$ cat config.mk
export PLATFORM = sky130hd
export DESIGN_NAME = btle_rx_pdu_streamer_flat
export DESIGN_NICKNAME = d
export VERILOG_FILES = /design/src/rtl/btle_rx_pdu_streamer_if.sv /design/src/rtl/btle_rx_pdu_streamer.sv /design/src/flat_wrapper.sv
export SDC_FILE = /design/constraint.sdc
export NUM_CORES = 1
export LEC_CHECK = 0
export BUFFER_PORTS_ARGS = -buffer_cell sky130_fd_sc_hd__buf_2
export CORE_ASPECT_RATIO = 0.6
export CORE_UTILIZATION = 30
export DETAILED_ROUTE_END_ITERATION = 7
export PLACE_DENSITY = 0.47
export SYNTH_ARGS = -nofsm -noshare
export SYNTH_HDL_FRONTEND = slang
export SYNTH_SLANG_ARGS = --single-unit
export TNS_END_PERCENT = 30
$ cat constraint.sdc
create_clock -name clk -period 1.95 [get_ports clk]
set_input_delay 0.39 -clock clk [delete_from_list [all_inputs] [get_ports clk]]
set_output_delay 0.39 -clock clk [all_outputs]
set_load 0.02 [all_outputs]
$ cat src/rtl/btle_rx_pdu_streamer_if.sv
// Byte stream from the PDU streamer to the link layer.
// Valid/ready handshake with an end-of-frame flag.
interface btle_rx_pdu_streamer_if;
    logic [7:0] m_data;
    logic       m_valid;
    logic       m_last;
    logic       m_ready;

    modport master (output m_data, output m_valid, output m_last, input m_ready);
    modport slave  (input m_data, input m_valid, input m_last, output m_ready);
endinterface

$ cat src/rtl/btle_rx_pdu_streamer.sv
// Reads each decoded BLE PDU (header + payload) out of the PHY octet memory.
// Emits it as a valid/ready byte stream; frames arriving while busy, or failing CRC, are counted and dropped.
module btle_rx_pdu_streamer #(
    parameter bit DROP_BAD_CRC = 1'b1,
    parameter int MEM_ADDR_W   = 6,
    parameter int CNT_W        = 8
) (
    input  logic                   clk,
    input  logic                   rst,
    input  logic                   rx_decode_end,
    input  logic                   rx_crc_ok,
    input  logic [2:0]             rx_best_phase,
    input  logic [6:0]             rx_payload_length,
    output logic [MEM_ADDR_W-1:0]  rx_pdu_octet_mem_addr,
    input  logic [7:0]             rx_pdu_octet_mem_data,
    btle_rx_pdu_streamer_if.master m_stream,
    output logic                   frame_crc_ok,
    output logic [2:0]             frame_phase,
    output logic [6:0]             frame_nbytes,
    output logic                   busy,
    output logic [CNT_W-1:0]       drop_busy_cnt,
    output logic [CNT_W-1:0]       drop_crc_cnt
);
    localparam logic [8:0] DEPTH = 9'(2 ** MEM_ADDR_W);

    typedef enum logic [1:0] {S_IDLE, S_FETCH, S_WAIT, S_HOLD} state_t;

    state_t                r_state;
    state_t                w_state_nxt;
    logic [MEM_ADDR_W-1:0] r_addr;
    logic [MEM_ADDR_W-1:0] r_last_idx;
    logic [7:0]            r_data;
    logic                  r_last;
    logic                  r_crc_ok;
    logic [2:0]            r_phase;
    logic [6:0]            r_nbytes;
    logic [CNT_W-1:0]      r_drop_busy;
    logic [CNT_W-1:0]      r_drop_crc;

    logic [7:0]            w_len_plus2;
    logic [6:0]            w_nbytes;
    logic                  w_crc_reject;
    logic                  w_accept;
    logic                  w_handshake;

    function automatic logic [CNT_W-1:0] sat_inc(input logic [CNT_W-1:0] v);
        return (&v) ? v : v + CNT_W'(1);
    endfunction

    // Header is 2 octets; a frame can never be longer than the octet memory.
    always_comb begin
        w_len_plus2  = {1'b0, rx_payload_length} + 8'd2;
        w_nbytes     = ({1'b0, w_len_plus2} > DEPTH) ? DEPTH[6:0] : w_len_plus2[6:0];
        w_crc_reject = DROP_BAD_CRC && !rx_crc_ok;
        w_accept     = rx_decode_end && (r_state == S_IDLE) && !w_crc_reject;
        w_handshake  = (r_state == S_HOLD) && m_stream.m_ready;
    end

    always_ff @(posedge clk or negedge rst) begin
        if (!rst) begin
            r_state <= S_IDLE;
        end else begin
            r_state <= w_state_nxt;
        end
    end

    always_comb begin
        w_state_nxt = r_state;
        case (r_state)
            S_IDLE:  if (w_accept) w_state_nxt = S_FETCH;
            S_FETCH: w_state_nxt = S_WAIT;
            S_WAIT:  w_state_nxt = S_HOLD;
            S_HOLD:  if (w_handshake) w_state_nxt = r_last ? S_IDLE : S_FETCH;
            default: w_state_nxt = S_IDLE;
        endcase
    end

    always_comb begin
        m_stream.m_valid = (r_state == S_HOLD);
        m_stream.m_last  = (r_state == S_HOLD) && r_last;
        m_stream.m_data  = r_data;
        busy             = (r_state != S_IDLE);
    end

    assign rx_pdu_octet_mem_addr = r_addr;
    assign frame_crc_ok          = r_crc_ok;
    assign frame_phase           = r_phase;
    assign frame_nbytes          = r_nbytes;
    assign drop_busy_cnt         = r_drop_busy;
    assign drop_crc_cnt          = r_drop_crc;

    // Memory read data is valid in WAIT, one cycle after the address was presented in FETCH.
    always_ff @(posedge clk or negedge rst) begin
        if (!rst) begin
            r_addr     <= '0;
            r_last_idx <= '0;
            r_data     <= '0;
            r_last     <= 1'b0;
            r_crc_ok   <= 1'b0;
            r_phase    <= '0;
            r_nbytes   <= '0;
        end else begin
            if (w_accept) begin
                r_crc_ok   <= rx_crc_ok;
                r_phase    <= rx_best_phase;
                r_nbytes   <= w_nbytes;
                r_last_idx <= MEM_ADDR_W'(w_nbytes - 7'd1);
                r_addr     <= '0;
            end
            if (r_state == S_WAIT) begin
                r_data <= rx_pdu_octet_mem_data;
                r_last <= (r_addr == r_last_idx);
            end
            if (w_handshake && !r_last) begin
                r_addr <= r_addr + MEM_ADDR_W'(1);
            end
        end
    end

    // A decode_end on the final-handshake cycle still sees a non-idle state and is dropped.
    always_ff @(posedge clk or negedge rst) begin
        if (!rst) begin
            r_drop_busy <= '0;
            r_drop_crc  <= '0;
        end else if (rx_decode_end) begin
            if (r_state != S_IDLE) begin
                r_drop_busy <= sat_inc(r_drop_busy);
            end else if (w_crc_reject) begin
                r_drop_crc <= sat_inc(r_drop_crc);
            end
        end
    end
endmodule

$ cat src/flat_wrapper.sv
// flat-port wrapper written by rule: the top's interface ports become plain ports
module btle_rx_pdu_streamer_flat 
#(
    parameter bit DROP_BAD_CRC = 1'b1,
    parameter int MEM_ADDR_W   = 6,
    parameter int CNT_W        = 8
)
  (clk, rst, rx_decode_end, rx_crc_ok, rx_best_phase, rx_payload_length, rx_pdu_octet_mem_addr, rx_pdu_octet_mem_data, frame_crc_ok, frame_phase, frame_nbytes, busy, drop_busy_cnt, drop_crc_cnt, m_stream_m_data, m_stream_m_valid, m_stream_m_last, m_stream_m_ready);
  btle_rx_pdu_streamer_if m_stream_i ();
  input  logic clk;
  input  logic rst;
  input  logic rx_decode_end;
  input  logic rx_crc_ok;
  input  logic [2:0] rx_best_phase;
  input  logic [6:0] rx_payload_length;
  output logic [MEM_ADDR_W-1:0] rx_pdu_octet_mem_addr;
  input  logic [7:0] rx_pdu_octet_mem_data;
  output logic frame_crc_ok;
  output logic [2:0] frame_phase;
  output logic [6:0] frame_nbytes;
  output logic busy;
  output logic [CNT_W-1:0] drop_busy_cnt;
  output logic [CNT_W-1:0] drop_crc_cnt;
  output wire logic [$bits(m_stream_i.m_data)-1:0] m_stream_m_data;
  output wire logic [$bits(m_stream_i.m_valid)-1:0] m_stream_m_valid;
  output wire logic [$bits(m_stream_i.m_last)-1:0] m_stream_m_last;
  input wire logic [$bits(m_stream_i.m_ready)-1:0] m_stream_m_ready;
  assign m_stream_m_data = m_stream_i.m_data;
  assign m_stream_m_valid = m_stream_i.m_valid;
  assign m_stream_m_last = m_stream_i.m_last;
  assign m_stream_i.m_ready = m_stream_m_ready;
  btle_rx_pdu_streamer #(.DROP_BAD_CRC(DROP_BAD_CRC), .MEM_ADDR_W(MEM_ADDR_W), .CNT_W(CNT_W)) u_core (.clk(clk), .rst(rst), .rx_decode_end(rx_decode_end), .rx_crc_ok(rx_crc_ok), .rx_best_phase(rx_best_phase), .rx_payload_length(rx_payload_length), .rx_pdu_octet_mem_addr(rx_pdu_octet_mem_addr), .rx_pdu_octet_mem_data(rx_pdu_octet_mem_data), .m_stream(m_stream_i), .frame_crc_ok(frame_crc_ok), .frame_phase(frame_phase), .frame_nbytes(frame_nbytes), .busy(busy), .drop_busy_cnt(drop_busy_cnt), .drop_crc_cnt(drop_crc_cnt));
endmodule
* Yosys cells after proc, flatten, opt, wreduce, memory -nomap -nowiden
Cells that the tools add are included.
** Storage, ports and cells
- Bits in registers :: 50
- Latch bits :: 0
- Bits in writable memories :: 0
- ROM bits :: 0
- Output and inout port bits :: 44
- Logic and storage cells :: 47
- Memories :: 0
** Cells by class
- Add/subtract/negate cells :: 5
- $mul :: 0
- Divide/modulo/power cells :: 0
- Magnitude comparators :: 1
- Eq/ne operators :: 6
- Shifts and indexed selects :: 0
- Mux-type cells :: 7
- Bitwise logic cells :: 4
- Reductions and logical operators :: 14
** Operator list (number)
- adder 8 x 1 -> 8 bit, second input constant :: 2
- AND reduction 8 bit :: 2
- two-way mux 6 bit :: 2
- adder 7 x 2 -> 8 bit, second input constant :: 1
- > comparator 8 x 7 -> 1 bit, second input constant :: 1
- one-hot mux 2 bit (4 select lines) :: 1
- two-way mux 7 bit :: 1
- adder 6 x 1 -> 6 bit, second input constant :: 1
- equality test 6 bit :: 1
- subtractor 6 x 1 -> 6 bit, second input constant :: 1
- logical AND 1 bit :: 5
- equality test 2 bit, second input constant :: 2
- two-way mux 2 bit :: 2
- != test 2 x 1 -> 1 bit, second input constant :: 2
- NOT 1 bit :: 4
- AND reduction 4 bit :: 1
- nonzero test 2 bit :: 2
- AND reduction 3 bit :: 1
- equality test 2 x 1 -> 1 bit, second input constant :: 1
- zero test 2 bit :: 1
- AND reduction 2 bit :: 1
- zero test 1 bit :: 1
- two-way mux 1 bit :: 1

* Depth between registers and ports, before layout
Gate-level depths: netlist (run 1).
- Depth after elaboration :: 5
- Mapped depth :: 12

* Least setup slack after synthesis (run 1)
OpenSTA, ideal clock, no wires.
- Kind :: input-to-reg
- Start :: in rx_payload_length[1]
- End :: reg u_core.r_last_idx[4]
- Library setup time :: 69 ps
- Arrival time :: 2270 ps
- Path slack :: -389 ps
- Stages on the path :: 10
- Cell sequence :: ha_1 -> or3b_1 -> a21oi_2 -> a22oi_1 -> or3_1 -> ha_1 -> nand2b_1 -> nor3_1 -> a221oi_1 -> nand3_1
** On the way
- Word-level cells in the longest chain between the ends :: 4
** RTL lines
- start, declared :: RTL line flat_wrapper.sv:15 : input logic [6:0] rx_payload_length;
- adder 7 x 2 -> 8 bit (*) :: RTL line btle_rx_pdu_streamer.sv:52 : w_len_plus2 = {1'b0, rx_payload_length} + 8'd2;
- > comparator 8 x 7 -> 1 bit :: RTL line btle_rx_pdu_streamer.sv:53 : w_nbytes = ({1'b0, w_len_plus2} > DEPTH) ? DEPTH[6:0] : w_len_plus2[6:0];
- two-way mux 7 bit (*) :: RTL line btle_rx_pdu_streamer.sv:53
- subtractor 6 x 1 -> 6 bit (*) :: RTL line btle_rx_pdu_streamer.sv:107 : r_last_idx <= MEM_ADDR_W'(w_nbytes - 7'd1);
- end signal, assigned :: RTL line btle_rx_pdu_streamer.sv:107
- end, declared :: RTL line btle_rx_pdu_streamer.sv:31 : logic [MEM_ADDR_W-1:0] r_last_idx;
Mark *: on every way between the ends. The rest lies on a longest branch, timed or not.
A chain may end at the register's enable or synchronous reset.

* Worst setup path after layout (run 1)
- Start :: in rx_payload_length[2]
- End :: reg u_core.r_last_idx[4]
Same word-level chain as after synthesis.

==> results.sh, run 1 <==
export IMPL_hp_class="in -> async"
export IMPL_syn_area_um2=2530
export IMPL_fp_dieArea_um2=8830
export IMPL_synth_edf_count=0
export IMPL_place_ws_ps=-555
export IMPL_placed_cell_area_um2=3160
export IMPL_cp_required_ps=2180
export IMPL_ys_ff_latch=50
export IMPL_portBuffers=66
export IMPL_die_h_um=73.2
export IMPL_routed_wl_um=6020
export IMPL_cts_tree="done"
export IMPL_h_tree_depth=2
export IMPL_rrSetupSlack_ps=140
export IMPL_routed_via_density=4.70
export IMPL_cp_slowest_cell="or3b_4"
export IMPL_root_buffer="clkbuf_16"
export IMPL_arrival_ps=2270
export IMPL_max_stage_delay_ps=380
export IMPL_maxCapViolCount=0
export IMPL_p_leak_nw=1.60
export IMPL_worst_pin_slew_ps=516
export IMPL_numCtsBuffers=5
export IMPL_syn2layout_area_growth_pct=33.3
export IMPL_finalCriticalPeriod_ps=2040
export IMPL_setup_ws_ps=-91.9
export IMPL_ioPinCount=67
export IMPL_gr_total_overflow=0
export IMPL_avgRoutedWirePerCell_um=13.4
export IMPL_coreArea_um2=8040
export IMPL_cts_sinks=50
export IMPL_start_kind="primary input"
export IMPL_postLayoutCellArea_um2=3380
export IMPL_grt_pass1_wl_um=9850
export IMPL_run_status="complete, but fails checks"
export IMPL_crit_family="simple AND/OR/NAND/NOR gates"
export IMPL_drtAntennaViolNets=0
export IMPL_crit_top_cell="ha_4"
export IMPL_stdcell_count=449
export IMPL_dp_hpwl_um=4640
export IMPL_die_w_um=121
export IMPL_clockBufferDepth=2
export IMPL_drt_iter0_markers=95
export IMPL_post_route_period_util_pct=105
export IMPL_power_per_cell_area_nw_per_um2=1340
export IMPL_drive_above_1_share_pct=38.4
export IMPL_worstRegToRegCells=6
export IMPL_final_common_cell="buf_2"
export IMPL_antennaDiodeCount=0
export IMPL_crit_path_cell_trace="buf_6 > ha_4 > or3b_4 > a21oi_4 > a22oi_2 > or3_4 > ha_4 > nand2b_4 > nor3_2 > a221oi_2 > nand3_1"
export IMPL_setup_violations=1
export IMPL_layout_common_cells="buf_2, dfrtp_1, nand2_1, buf_4, xnor2_1"
export IMPL_worst_setup_path_end_kind="flop"
export IMPL_grt_max_degree=23
export IMPL_synthesis_instances=249
export IMPL_synth_top_area_share_pct=49.4
export IMPL_vdd_drop_max_mv=0.612
export IMPL_fin_skew_ps=6.22
export IMPL_yosysTopAreaCell="dfrtp_1"
export IMPL_fmax_mhz=490
export IMPL_tns_ps=-91.9
export IMPL_antenna_found_initial=0
export IMPL_critPathBufInv=1
export IMPL_vias=2112
export IMPL_first_pass_iters=4
export IMPL_slew_viol_final=0
export IMPL_critPathMaxFanout=2
export IMPL_synth_flop_cell="dfrtp_1"
export IMPL_layout_nets=372
export IMPL_yosysUniqueCellTypes=43
export IMPL_grt_usage_pct=14.5
export IMPL_place_gp_congestion=0.794
export IMPL_drc_errors=0
export IMPL_async_flop_share_pct=100
export IMPL_synth_nets=280
export IMPL_clkLatencyLatePin_ps=290
export IMPL_rsz0062_at_grt="true"
export IMPL_synth_seq_area_share_pct=49.4
export IMPL_worstSetupPathDepth=11
export IMPL_synth_area_leaders="dfrtp_1, xnor2_1, nand2_1"
export IMPL_num_rows=25
export IMPL_hold_viol_final=0
export IMPL_start_util_pct=31.5
export IMPL_worstSetupPathType="in -> reg"
export IMPL_syn_area_per_cell_um2=10.2
export IMPL_first_global_vias=1925
export IMPL_path_clk_slew_ps=70
export IMPL_dp_cells=440
export IMPL_synth_warnings=0
export IMPL_slew_headroom_pct=65.3
export IMPL_violations="negative setup slack"
export IMPL_hold_slack_ps=53.4
final timing paths:
kind                                                   end                    from
setup / recovery                      u_core.r_last_idx[4]    rx_payload_length[2]
hold / removal             u_core.rx_pdu_octet_mem_addr[3]                     rst
setup reg to reg                    u_core.drop_crc_cnt[5]  u_core.drop_crc_cnt[0]
hold reg to reg                     u_core.frame_nbytes[4]  u_core.frame_nbytes[4]
max in group asynchronous           u_core.drop_crc_cnt[4]                     rst
min in group clk                     u_core.frame_phase[0]        rx_best_phase[0]
cells in the mapped netlist, types with 3 or more instances:
| library cell | count |
|---|---|
| a31o_2 | 3 |
| and3_1 | 4 |
| clkbuf_1 | 6 |
| dfrtp_1 | 50 |
| ha_1 | 8 |
| inv_1 | 5 |
| mux2_2 | 10 |
| nand2_1 | 35 |
| nand3_1 | 18 |
| nand4_1 | 8 |
| nor2_1 | 13 |
| nor3_1 | 3 |
| o21ai_0 | 15 |
| xnor2_1 | 20 |
| xor2_1 | 8 |
where the power goes:
part	switching, W	total (W)	leakage [nW]	internal, W
sequential	0.000327	0.00177	0.628	0.00144
clock	0.000367	0.000836	0.0629	0.000469
combinational	0.00108	0.00192	0.910	0.000838
what timing repair did:
action	4_1_cts	5_1_grt
hold buffers	0	0
setup buffers	2	0
pin swaps	7	5
resized for setup	7	5
setup endpoints to repair	3	6
endpoints found under the hold margin	0	0
layer usage:
metal  vias to the layer above  GRT usage, %  share of wire, %
met4                         0          3.70              0.86
met1                       969          22.0                55
met3                         8          4.61               7.1
met5                         -             0                 0
met2                        76          19.3                37
li1                       1059             -                 -
sequential cells by signal (all words and copies together) (netlist names):
signal	flops
u_core.drop_busy_cnt	8
u_core.frame_phase	3
u_core.r_last_idx	6
u_core.drop_crc_cnt	8
u_core.rx_pdu_octet_mem_addr	6
u_core.r_last	1
u_core.frame_nbytes	7
u_core.m_stream.m_data	8
u_core.frame_crc_ok	1
u_core.r_state	2
kinds of logic (layout without fill, tap and decap cells):
logic type,after synthesis,in the layout,share of synthesized area (%)
AOI/OAI and AO/OA,41,41,10.9
xor gates and xnor gates,28,28,9.68
adders and majority gates,8,8,3.95
buffers and inverters,16,108,3.31
DFF,50,50,49.4
muxes,10,10,4.44
and+or+nand+nor,96,96,18.3
through the flow:
stage	total power [W]	util, %
floorplan	0.00299	-
global placement	0.00368	39.4
detailed placement	0.00370	39.4
CTS	0.00457	41.7
global route	0.00487	42.0
finish	0.00452	42.0
layout make-up:
cell class | count | area, µm²
Clock inverter | 1 | 7.51
Inverter | 5 | 18.8
Tap cell | 108 | 135
Sequential cell | 50 | 1250
Clock buffer | 6 | 129
Fill cell | 798 | 4660
Timing Repair Buffer | 96 | 568
Multi-Input combinational cell | 183 | 1270
No activity file was read; power rests on OpenSTA's default activity.
==> inputs of run 2 (changes only) <==
--- a/config.mk
+++ b/config.mk
@@ -8,6 +8,7 @@
 export BUFFER_PORTS_ARGS = -buffer_cell sky130_fd_sc_hd__buf_2
 export CORE_ASPECT_RATIO = 0.6
 export CORE_UTILIZATION = 30
+export CTS_BUF_LIST = sky130_fd_sc_hd__clkbuf_2
 export DETAILED_ROUTE_END_ITERATION = 7
 export PLACE_DENSITY = 0.47
 export SYNTH_ARGS = -nofsm -noshare
==> run 2 against run 1 <==
Effect of this change: the flow now finishes without violations; non-clock buffer count is the same; maximum frequency grew 7.9%; cell count is the same; first-iteration DRC count shrank 13%; clock power shrank 50%; flip-flop and latch count is the same; worst hold slack gained 67 ps; wire length shrank 0.47%.
==> results.sh, run 2 (same netlist as run 1, synthesis figures left out) <==
export IMPL_intPower_w=0.00240
export IMPL_coreArea_um2=8040
export IMPL_maxCapViolCount=0
export IMPL_portBuffers=66
export IMPL_post_route_period_util_pct=97.1
export IMPL_hp_class="in -> reg"
export IMPL_n_fill_cell=806
export IMPL_pwr_share_comb_pct=47.9
export IMPL_num_rows=25
export IMPL_worst_setup_path_end_kind="flop"
export IMPL_start_kind="primary input"
export IMPL_switching_share_pct=42.4
export IMPL_hold_viol_final=0
export IMPL_fin_skew_ps=25.7
export IMPL_routed_wl_um=5990
export IMPL_power_per_cell_area_nw_per_um2=1270
export IMPL_cp_required_ps=2360
export IMPL_p_sw_w=0.00176
export IMPL_vias=2106
export IMPL_drtAntennaViolNets=0
export IMPL_slew_headroom_pct=65.0
export IMPL_rsz0062_at_grt="true"
export IMPL_slew_viol_final=0
export IMPL_routed_via_density=4.69
export IMPL_p_seq_share_pct=42.1
export IMPL_fmax_mhz=528
export IMPL_p_leak_nw=1.56
export IMPL_p_clk_share_pct=10.0
export IMPL_vdd_drop_max_mv=0.609
export IMPL_grt_usage_pct=14.2
export IMPL_h_tree_depth=2
export IMPL_layout_nets=372
export IMPL_die_w_um=121
export IMPL_first_pass_iters=4
export IMPL_drt_iter0_markers=83
export IMPL_drc_errors=0
export IMPL_setup_violations=0
export IMPL_start_util_pct=31.5
export IMPL_arrival_ps=2310
export IMPL_final_common_cell="buf_2"
export IMPL_tns_ps=0
export IMPL_cts_sinks=50
export IMPL_clkLatencyLatePin_ps=440
export IMPL_first_global_vias=1897
export IMPL_cts_tree="done"
export IMPL_syn2layout_area_growth_pct=29.8
export IMPL_grt_pass1_wl_um=9690
export IMPL_dp_hpwl_um=4640
export IMPL_run_status="finished clean"
export IMPL_clockBufferDepth=2
export IMPL_drive_above_1_share_pct=39.0
export IMPL_root_buffer="clkbuf_2"
export IMPL_worst_pin_slew_ps=521
export IMPL_ioPinCount=67
export IMPL_antennaDiodeCount=0
export IMPL_antenna_found_initial=0
export IMPL_critPathMaxFanout=2
export IMPL_grt_max_degree=23
export IMPL_finalCriticalPeriod_ps=1890
export IMPL_avgRoutedWirePerCell_um=13.3
export IMPL_post_route_util_pct=40.9
export IMPL_gr_total_overflow=0
export IMPL_worstSetupPathType="in -> reg"
export IMPL_fp_dieArea_um2=8830
export IMPL_layout_common_cells="buf_2, dfrtp_1, nand2_1, buf_4, xnor2_1"
export IMPL_numCtsBuffers=5
export IMPL_place_gp_congestion=0.794
export IMPL_die_h_um=73.2
export IMPL_path_clk_slew_ps=260
## run 2: metrics by stage
stage,power [W],area (µm²),hold slack (ps),setup slack [ps],cells
floorplan,0.00299,2550,94.4,-345,249
global placement,0.00368,3160,391,-535,440
detailed placement,0.00370,3160,393,-555,440
CTS,0.00419,3240,70.1,-18.0,449
global route,0.00452,3290,54.2,-57.1,449
finish,0.00417,3290,121,57.0,449
## run 2: critical path, stage by stage
cell      delay [ps]
buf_2            120
ha_4             240
or3b_4           410
a21oi_4          130
a22oi_2           70
or3_4            340
ha_2             180
nand2b_4         140
nor3_2           130
a221oi_2          50
nand3_1          100
## run 2: area by class of cell
type | count | area, µm² | share of cell area, %
clock buffer | 6 | 30.0 | 0.913
clock inverter | 1 | 7.51 | 0.228
multi-input combinational | 183 | 1280 | 38.9
timing repair buffer | 96 | 567 | 17.2
tap | 108 | 135 | 4.11
sequential | 50 | 1250 | 38.0
inverter | 5 | 18.8 | 0.571
## run 2: repair_timing
action                                 CTS  global route
setup buffers                            1             0
hold buffers                             1             0
setup endpoints to repair                3             7
endpoints found under the hold margin   20             0
pin swaps                                1             2
resized for setup                        4            11
## run 2: path summary, 6_finish.rpt
kind                       cells past startpoint                               to  slack (ps)               startpoint
max                                           11             u_core.r_last_idx[4]          60     rx_payload_length[1]
min                                            3            u_core.frame_phase[0]         120         rx_best_phase[0]
max reg2reg                                    6           u_core.drop_crc_cnt[5]         140   u_core.drop_crc_cnt[0]
min reg2reg                                    1          u_core.drop_busy_cnt[7]         510  u_core.drop_busy_cnt[7]
max in group asynchronous                      3           u_core.drop_crc_cnt[4]         920                      rst
min in group asynchronous                      2  u_core.rx_pdu_octet_mem_addr[4]         390                      rst
## run 2: layer usage
metal	track usage [%]	wire length (µm)	vias to the layer above
li1	-	-	1058
met1	21.9	3370	971
met2	18.7	2180	72
met3	4.61	412	5
met4	3.29	31	0
met5	0	0	-
## run 2: power by group through the flow
stage          clock (W)  sequential, W  combinational (W)
2_1_floorplan          0        0.00212           0.000876
3_3_place_gp           0        0.00177            0.00191
3_5_place_dp           0        0.00178            0.00191
4_1_cts         0.000453        0.00176            0.00197
5_1_grt         0.000490        0.00183            0.00220
6_report        0.000415        0.00175            0.00200
